[src/rtl/ospfb_capture_ctrl.sv]
// ============================================================================
// ospfb_capture_ctrl : frame-aligned capture of FFT AXIS beats into a capture RAM
// Rev 1.0
// ============================================================================
`default_nettype none

module ospfb_capture_ctrl #(
  parameter int WIDTH   = 16,
  parameter int FFT_LEN = 2048,
  parameter int FRAMES  = 32,
  parameter int SAMP    = FRAMES * FFT_LEN,
  parameter int AWID    = $clog2(SAMP),
  parameter int FCW     = $clog2(FRAMES + 1)
) (
  input  logic               clk,
  input  logic               rstn,
  input  logic               arm,
  input  logic               abort,
  input  logic [2*WIDTH-1:0] s_axis_tdata,
  input  logic               s_axis_tvalid,
  input  logic               s_axis_tlast,
  output logic               s_axis_tready,
  output logic               ram_we,
  output logic [AWID-1:0]    ram_addr,
  output logic [2*WIDTH-1:0] ram_wdata,
  output logic               full,
  output logic               busy,
  output logic [FCW-1:0]     frame_cnt,
  output logic [7:0]         align_err_cnt
);

  localparam int SMPW = (FFT_LEN > 1) ? $clog2(FFT_LEN) : 1;

  typedef enum logic [1:0] {
    ST_IDLE    = 2'd0,
    ST_SYNC    = 2'd1,
    ST_CAPTURE = 2'd2,
    ST_FULL    = 2'd3
  } state_t;

  state_t               state_q, state_d;
  logic                 tready_q;
  logic [SMPW-1:0]      smp_q, smp_d;
  logic [AWID-1:0]      addr_q, addr_d;
  logic [FCW-1:0]       frame_q, frame_d;
  logic [7:0]           err_q, err_d;
  logic                 we_q, we_d;
  logic [AWID-1:0]      waddr_q, waddr_d;
  logic [2*WIDTH-1:0]   wdata_q, wdata_d;
  logic                 full_q, full_d;

  logic w_accept;
  logic w_smp_end;

  assign w_accept  = s_axis_tvalid & tready_q;
  assign w_smp_end = (smp_q == SMPW'(FFT_LEN - 1));

  always_comb begin
    state_d = state_q;
    smp_d   = smp_q;
    addr_d  = addr_q;
    frame_d = frame_q;
    err_d   = err_q;
    we_d    = 1'b0;
    waddr_d = waddr_q;
    wdata_d = wdata_q;
    // full trails the FULL state by one edge so it follows the final write
    full_d  = (state_q == ST_FULL) & ~arm & ~abort;

    if (abort) begin
      state_d = ST_IDLE;
      smp_d   = '0;
      addr_d  = '0;
      frame_d = '0;
    end else begin
      case (state_q)
        ST_IDLE, ST_FULL: begin
          if (arm) begin
            state_d = ST_SYNC;
            smp_d   = '0;
            addr_d  = '0;
            frame_d = '0;
          end
        end
        ST_SYNC: begin
          if (w_accept && s_axis_tlast) begin
            state_d = ST_CAPTURE;
            smp_d   = '0;
            addr_d  = '0;
            frame_d = '0;
          end
        end
        ST_CAPTURE: begin
          if (w_accept) begin
            if (s_axis_tlast != w_smp_end) begin
              // an early tlast is itself a frame boundary, so capture restarts in place
              if (err_q != 8'hFF) err_d = err_q + 8'd1;
              smp_d   = '0;
              addr_d  = '0;
              frame_d = '0;
              state_d = s_axis_tlast ? ST_CAPTURE : ST_SYNC;
            end else begin
              we_d    = 1'b1;
              waddr_d = addr_q;
              wdata_d = s_axis_tdata;
              addr_d  = addr_q + 1'b1;
              if (w_smp_end) begin
                smp_d   = '0;
                frame_d = frame_q + 1'b1;
              end else begin
                smp_d   = smp_q + 1'b1;
              end
              if (addr_q == AWID'(SAMP - 1)) state_d = ST_FULL;
            end
          end
        end
        default: state_d = ST_IDLE;
      endcase
    end
  end

  always_ff @(posedge clk or negedge rstn) begin
    if (!rstn) begin
      state_q  <= ST_IDLE;
      tready_q <= 1'b0;
      smp_q    <= '0;
      addr_q   <= '0;
      frame_q  <= '0;
      err_q    <= '0;
      we_q     <= 1'b0;
      waddr_q  <= '0;
      wdata_q  <= '0;
      full_q   <= 1'b0;
    end else begin
      state_q  <= state_d;
      tready_q <= 1'b1;
      smp_q    <= smp_d;
      addr_q   <= addr_d;
      frame_q  <= frame_d;
      err_q    <= err_d;
      we_q     <= we_d;
      waddr_q  <= waddr_d;
      wdata_q  <= wdata_d;
      full_q   <= full_d;
    end
  end

  assign s_axis_tready = tready_q;
  assign ram_we        = we_q;
  assign ram_addr      = waddr_q;
  assign ram_wdata     = wdata_q;
  assign full          = full_q;
  assign busy          = (state_q == ST_SYNC) || (state_q == ST_CAPTURE);
  assign frame_cnt     = frame_q;
  assign align_err_cnt = err_q;

endmodule

`default_nettype wire

[config.mk]
export PLATFORM = sky130hd
export DESIGN_NAME = ospfb_capture_ctrl
export DESIGN_NICKNAME = d
export VERILOG_FILES = /design/src/rtl/ospfb_capture_ctrl.sv
export SDC_FILE = /design/constraint.sdc
export NUM_CORES = 1
export LEC_CHECK = 0
export BUFFER_PORTS_ARGS = -buffer_cell sky130_fd_sc_hd__buf_4
export CAP_MARGIN = 20
export CORE_UTILIZATION = 35
export CTS_CLUSTER_DIAMETER = 80
export DETAILED_ROUTE_END_ITERATION = 7
export PLACE_DENSITY_LB_ADDON = 0.25
export SETUP_SLACK_MARGIN = 0.02
export SYNTH_ARGS = -nofsm -noshare
export SYNTH_HDL_FRONTEND = slang
export SYNTH_SLANG_ARGS = --single-unit
[constraint.sdc]
create_clock -name clk -period 5.9 [get_ports clk]
set_input_delay 1.18 -clock clk [delete_from_list [all_inputs] [get_ports clk]]
set_output_delay 1.18 -clock clk [all_outputs]
set_load 0.03 [all_outputs]
==> impl_summary.md, run 1 <==
Synth
The mean instance size in the synthesized netlist is around 11 sq um. The count of cell types in the netlist is 42. The largest family of logic cells by synthesized area is simple AND/OR/NAND/NOR gates. The number of nets in the synthesized netlist is 425. The number of synthesized register bits is 94. For this run, the leading register cell type out of synthesis is sky130_fd_sc_hd__dfrtp_1. Of all cell types, the one taking the most synthesized area is sky130_fd_sc_hd__dfrtp_1. The top cell type's share of synthesized area is 0.551. The post-synthesis compound-gate area fraction is 0.0956. The proportion of synthesized chip area in sequential cells is 0.551. The post-synthesis cell count is 378.

During synthesis, Yosys emitted a total of 0 warnings. Yosys mapped a number of flops with a built-in enable equal to 0. The synthesized area is around 4300 sq um. In the synthesized netlist the async set-or-reset flop fraction comes to 1.00. Of the total synthesized cell area, the portion taken by XOR and XNOR cells is 0.0144.

After synthesis, the share of cell area in mux cells is 0.132. The simple-gate share of the synthesized area is 0.155. In the post-synthesis netlist, the biggest area contributors are sky130_fd_sc_hd__dfrtp_1, sky130_fd_sc_hd__mux2_2, sky130_fd_sc_hd__o21ai_0. The post-synthesis share of cell area spent on full adders, half adders and majority gates is 0.0264.

Die
The die width is 112 um. In this run the count of I/O pins placed on the die edge is between 100 and 150. The initial utilization of the core area, before any placement, comes to 0.366. The height of the die is between 100 and 150 um.

The core region is roughly 12000 sq um. The die covers ~13000 sq um. The floorplan has 39 rows.

STA
The final critical-path setup slack is 2.24 ns. At the pin with the least slew margin, the transition time is between 0.9 and 1 ns. The ratio of final minimum period to clock period is 0.620. The count of pins over their slew limit was 0. After routing, the total negative slack on setup checks comes to 0 ns. The final number of setup-violating endpoints is 0. The final number of hold-violating endpoints came to 0. For this run, the top clock speed supported by timing is about 0.27 GHz. The clock period minus worst slack is ~3.7 ns. Setup repair after global routing left no endpoint under its margin.

The tightest slew margin relative to the limit is 0.357. The worst clock skew on the final layout is 0.00798 ns.

Routing
The total number of vias is ~3200. The first routing iteration left between 100 and 150 violations. The average detailed-routed wire length per instance is ~15 um. The first detailed-routing pass ran for 4 iterations. Dividing the detail-routed via count by the number of cells gives between 5 and 6. Once detail routing completed, the nets flagged for antenna violations numbered 0. Summed over all layers, the routed wires come to about 9.4 mm.

In the routed design, unresolved DRC markers number 0.

Worst hold path
For hold timing, the worst endpoint is ram_wdata[29]. The worst min-delay path category is reg2reg. Along the worst hold path, the cell count comes to 1. The worst hold path begins at ram_wdata[29].

Clocking
TritonCTS built the clock tree. The number of gates resized after CTS is 0. The H-tree depth is 3. Buffers added to address setup during post-CTS repair amount to 0. Clock tree synthesis inserted a total of 9 buffers.

The clock-pin slew on the worst setup and hold paths is around 0.070 ns. The cts-stage hold buffer count is 0. Clock tree synthesis selected as its root buffer the cell sky130_fd_sc_hd__clkbuf_16.

The number of buffers on the longest clock path is 2. The clock latency on the worst-skew pair is approximately 0.35 ns. The clock drives 94 sinks.

Power and ir drop
The post-route total power is about 1.5 mW. The share of total power dissipated in combinational logic is 0.162. Of the total power, the share spent switching nets is 0.281.

The worst supply voltage drop on vdd is around 210 uV. The cell internal power dissipation is between 1 and 1.5 mW. Of the total power, the clock network draws 0.386. For this design the ratio of total power to cell area is roughly 280 nW/um^2. The switching power summed over all nets is roughly 430 uW. The leakage power summed over all cells is 2.74 nW. The part of the power in registers is 0.452.

Cells and area
The post-layout utilization of the core is 0.471. The multi-input combinational cell area is 1830 sq um. Counting the fill cells in the layout gives about 1100. The number of diodes added for antenna fixing is 0.

The layout overhead on the synthesized area is 28.7%. In the layout the commonest cells are sky130_fd_sc_hd__buf_4, sky130_fd_sc_hd__dfrtp_1, sky130_fd_sc_hd__mux2_2. The final net count is ~530. The share of layout cells above drive strength 1 is 0.368. Summing all flip-flop and latch instances after layout gives approximately 2400 sq um. The leading cell type in the layout, fill and taps excluded is sky130_fd_sc_hd__buf_4.

Place
The weighted congestion at the end of routability-driven global placement is between 0.7 and 0.8. The worst slack after detailed placement is ~2.2 ns. The number of buffer cells added on primary ports is around 100.

Detailed placement finished with a half-perimeter wire length of around 6.4 mm.

Worst setup path
STA classifies the critical path endpoint as a flop. The kind of critical path is reg2reg. The worst setup slack for register-to-register paths is between 2 and 2.5 ns. The endpoint identified for the worst register-to-register timing path is ram_wdata[8]. Data arrives at the worst endpoint at 3.89 ns. STA puts the critical path data required time at slightly above 6 ns. The startpoint identified for the worst register-to-register timing path is smp_q[0]. The worst setup path is launched from a flop. Along the worst path, the maximum fanout reaches between 40 and 50. Measured in cells, the most critical reg-to-reg path has a length of 8.

Global route
The maximum number of pins on one net before global-route repair is 72. The initial antenna violation count was 0. In the global route stage, overall resource usage came out at 0.160. The overall overflow remaining after global route is 0. The first global-routing pass estimated ~16 mm of wire. The number of global-route vias before repair is around 3200.

Status
The flow ran to the end, and the final reports show no timing, DRC or antenna violations.

Run
The max-capacitance violation count is 0.
## Yosys cell counts, types with 7 or more instances
cell type,number
sky130_fd_sc_hd__buf_2,9
sky130_fd_sc_hd__nand3_1,25
sky130_fd_sc_hd__a21oi_1,8
sky130_fd_sc_hd__a31oi_1,7
sky130_fd_sc_hd__o21ai_0,38
sky130_fd_sc_hd__mux2_2,50
sky130_fd_sc_hd__nand2_1,36
sky130_fd_sc_hd__nor2_1,17
sky130_fd_sc_hd__dfrtp_1,94
sky130_fd_sc_hd__inv_1,10
sky130_fd_sc_hd__nand4_1,9
sky130_fd_sc_hd__ha_1,9
## metal layers
metal / vias up / wire length, um / global-route usage
met5: - / 0 / 0
met4: 0 / 98 / 0.0498
met3: 10 / 444 / 0.0448
met2: 70 / 4400 / 0.251
met1: 1579 / 4440 / 0.216
li1: 1570 / - / -
## final cells by class
class	instances	share of cell area
flip-flops and latches	94	0.428
multi-input cells	259	0.334
repair buffers	105	0.143
clock buffers	10	0.0417
well taps	143	0.0326
clock inverters	6	0.0137
inverters	10	0.00683
## logic make-up after synthesis
kind of cell	count (synthesis)
AND/OR/NAND/NOR	122
buffers and inverters	25
adder cells (fa/ha/maj)	9
AO/OA/AOI/OAI	70
multiplexers	50
other	1
XOR/XNOR	7
flip-flops	94
## through the flow
step / hold slack (ns) / cell area (sq um) / std cells
2_1_floorplan: 0.461 / 4270 / 378
3_3_place_gp: 0.491 / 5190 / 611
3_5_place_dp: 0.498 / 5190 / 611
4_1_cts: 0.514 / 5490 / 627
5_1_grt: 0.529 / 5490 / 627
6_report: 0.510 / 5490 / 627
## power by group through the flow
stage	registers, mW	clock network (mW)	logic [mW]
detailed placement	0.707	0	0.252
CTS	0.695	0.611	0.252
global route	0.699	0.642	0.270
global placement	0.706	0	0.248
finish	0.695	0.595	0.250
floorplan	0.757	0	0.0936
## registers in the layout, indices dropped and copies added, names as in the netlist
signal	cells
frame_cnt	6
full	1
addr_q	16
s_axis_tready	1
ram_wdata	32
state_q	2
ram_we	1
smp_q	11
align_err_cnt	8
ram_addr	16
## critical path: stages (launching register included)
cell	delay (ns)
sky130_fd_sc_hd__dfrtp_1	0.42
sky130_fd_sc_hd__ha_1	0.27
sky130_fd_sc_hd__nand4_1	0.17
sky130_fd_sc_hd__nor3_2	0.55
sky130_fd_sc_hd__ha_1	0.24
sky130_fd_sc_hd__nand3_1	0.65
sky130_fd_sc_hd__nor2_4	0.28
sky130_fd_sc_hd__buf_4	0.53
sky130_fd_sc_hd__mux2_2	0.41
## worst max path at each step
stage                            start       endpoint  slack, ns  cells after the start
after floorplan           s_axis_tlast  ram_wdata[10]       3.19                      7
after CTS                     smp_q[0]    ram_addr[0]       2.18                      8
after global placement        smp_q[0]   ram_wdata[3]       2.26                      8
after detailed placement      smp_q[0]   ram_wdata[8]       2.20                      8
after global routing          smp_q[0]      addr_q[5]       1.83                      8
final                         smp_q[0]   ram_wdata[8]       2.24                      8
No activity file was read; power rests on OpenSTA's default activity.
==> inputs of run 2 (changes only) <==
clock period = 3.7 ns   (was 5.9 ns; I/O delays follow)
==> run 2 against run 1 <==
Clock-buffer cell count unchanged. Combinational power up 61%. Global-route usage up 0.18 points. Register-to-register slack worse by 1.2 ns. Maximum frequency up 36%. Critical path depth up 1.
==> impl_summary.md, run 2 (synthesis results as in run 1) <==
Status
The run finished with clean final reports.

Worst setup path
In this run the worst path has a maximum fanout of 49. The data required time of the critical path is 3.92 ns. The worst setup path is captured at a flop. The kind of start point of the critical path is a flop. The beginning of the worst register-to-register path is smp_q[0]. The endpoint identified for the worst register-to-register timing path is ram_addr[6]. The worst setup slack for register-to-register paths is approximately 1.0 ns. The data arrival at the endpoint of the critical path is around 2.9 ns. For the worst flop-to-flop path, the logic depth is 9.

By startpoint and endpoint, the worst setup path is classified as reg2reg.

STA
The final number of hold-violating endpoints is 0. The timing-limited maximum frequency is 0.371 GHz. Headroom to the max-slew limit came out at 0.507.

The worst clock skew on the final layout is about 0.0083 ns. At the pin with the least slew margin, the transition time is around 0.74 ns. The count of pins over their slew limit is 0. The worst slack on hold paths is 0.228 ns. The worst path needs approximately 2.7 ns of the cycle, external delays included.

For the final routed database, the setup TNS stands at 0 ns. Setup repair after global routing left no endpoint under its margin. The ratio of final minimum period to clock period is 0.729. The final number of setup-violating endpoints is 0.

Clocking
The tree is rooted in a sky130_fd_sc_hd__clkbuf_16. The H-tree depth is 3. The number of buffers on the longest clock path is 2. After clock tree synthesis, the repair step resized 0 gates.

In this run, post-CTS hold repair placed 0 buffers. The clock tree from TritonCTS is built. The clock-pin slew on the worst setup and hold paths is around 0.06 ns. In this run, CTS created clock tree buffers numbering 9. For the worst-skew pair, the clock arrives at the later sink with an insertion delay of between 0.3 and 0.4 ns. The clock sink count is between 90 and 100. The total setup buffers inserted after CTS is 0.

Cells and area
The fill cell instance count of the final layout is about 1100. The share of layout cells above drive strength 1 is 0.376. The leading cell type in the layout, fill and taps excluded is sky130_fd_sc_hd__buf_4. The repair_antennas step left the layout with diodes totalling 0. In the layout the commonest cells are sky130_fd_sc_hd__buf_4, sky130_fd_sc_hd__dfrtp_1, sky130_fd_sc_hd__mux2_2. The final net count is ~530. The layout overhead on the synthesized area is 29.8%.

The flip-flop count of the largest register after layout is 32.

Routing
In the final routed layout, each cell accounts on average for between 15 and 20 um. The total number of vias is roughly 3300. The post-route DRC violation count is 0.

The overall routed net length is slightly below 10 mm. The per-cell via count in the routed design is around 5.2. The initial detailed-routing violation count is between 150 and 200.

Before antenna repair, the detailed router went through 4 iterations. The number of nets with antenna violations after routing is 0.

Global route
Across every metal layer, demand over resource in global routing totals 0.162. The number of global-route vias before repair is 3187. The overall overflow remaining after global route is 0.

The initial antenna violation count is 0. The maximum number of pins on one net before global-route repair is roughly 80. The first global-routing pass estimated 16.3 mm of wire.

Power and ir drop
The leakage power summed over all cells is roughly 2.8 nW. IR analysis of the VDD net gives a maximum drop of around 310 uV. The design draws around 2.4 mW. Dividing total power by cell area gives a power density of 436 nW/um^2.

Place
The half-perimeter wire length of the detailed placement result is between 6 and 7 mm. The congestion estimate from routability-driven global placement came to ~0.85. The number of buffer cells added on primary ports is about 100.

Die
The number of top-level design ports is ~100. The die area is between 10000 and 15000 sq um. The die width is ~110 um. The starting utilization of the core area is 0.366. The floorplan step set the die height to roughly 110 um. The floorplan has 39 rows.

The area of the core is between 10000 and 15000 sq um.

Run
Max-cap violations in this run came to 0.

Worst hold path
The min-delay analysis places its worst path in the category in2async.
[run 2: cell types whose count changed in the layout (fill, tap and decap cells not counted)]
cell	delta
sky130_fd_sc_hd__buf_4	+6
sky130_fd_sc_hd__a31oi_2	+1
sky130_fd_sc_hd__a31oi_4	-1
sky130_fd_sc_hd__buf_16	+1
sky130_fd_sc_hd__clkinv_2	+1
sky130_fd_sc_hd__clkinv_4	-1
sky130_fd_sc_hd__clkinvlp_4	+1
sky130_fd_sc_hd__inv_6	-1
sky130_fd_sc_hd__inv_8	-1
[run 2: layout make-up]
cell class / instances / area [sq um] / area share
Tap cell: 143 / 179 / 0.0323
Clock inverter: 5 / 58.8 / 0.0106
Clock buffer: 10 / 229 / 0.0413
Timing Repair Buffer: 112 / 861 / 0.155
Multi-Input combinational cell: 259 / 1820 / 0.329
Sequential cell: 94 / 2350 / 0.424
Inverter: 10 / 37.5 / 0.00677
[run 2: how the worst max path moves through the flow]
stage	start	end	slack (ns)	depth (start not counted)
6_report	smp_q[0]	ram_addr[6]	1.00	9
5_1_grt	smp_q[0]	ram_addr[0]	0.76	9
4_1_cts	smp_q[0]	ram_addr[2]	1.0	9
3_5_place_dp	smp_q[0]	ram_wdata[30]	1.00	9
3_3_place_gp	smp_q[0]	ram_addr[4]	1.08	9
2_1_floorplan	smp_q[0]	ram_wdata[10]	1.16	9
[run 2: critical path, stage by stage (launching register included)]
cell,delay [ns]
sky130_fd_sc_hd__dfrtp_1,0.41
sky130_fd_sc_hd__ha_1,0.26
sky130_fd_sc_hd__nand4_1,0.18
sky130_fd_sc_hd__nor3_2,0.23
sky130_fd_sc_hd__ha_1,0.18
sky130_fd_sc_hd__nand3_1,0.09
sky130_fd_sc_hd__buf_4,0.19
sky130_fd_sc_hd__nor2_4,0.10
sky130_fd_sc_hd__buf_4,0.51
sky130_fd_sc_hd__mux2_2,0.41
[run 2: layer usage]
layer / GRT usage / wire [um] / up-vias
met5: 0 / 0 / -
met4: 0.0489 / 81 / 0
met3: 0.0416 / 460 / 7
met2: 0.245 / 4480 / 85
met1: 0.229 / 4640 / 1602
li1: - / - / 1570
[run 2: per-stage QoR]
| stage | util | cells | setup slack, ns | cell area [sq um] |
|---|---|---|---|---|
| 2_1_floorplan | - | 378 | 1.16 | 4270 |
| 3_3_place_gp | 0.448 | 617 | 1.08 | 5230 |
| 3_5_place_dp | 0.448 | 617 | 1.00 | 5230 |
| 4_1_cts | 0.473 | 632 | 0.996 | 5510 |
| 5_1_grt | 0.475 | 633 | 0.764 | 5540 |
| 6_report | 0.475 | 633 | 1.00 | 5540 |
[run 2: where the power goes]
group | total (mW) | switching [mW] | internal, mW | leakage [nW]
clock | 0.904 | 0.382 | 0.521 | 0.135
sequential | 1.11 | 0.0337 | 1.07 | 1.31
combinational | 0.403 | 0.242 | 0.160 | 1.33
total | 2.42 | 0.658 | 1.76 | 2.77
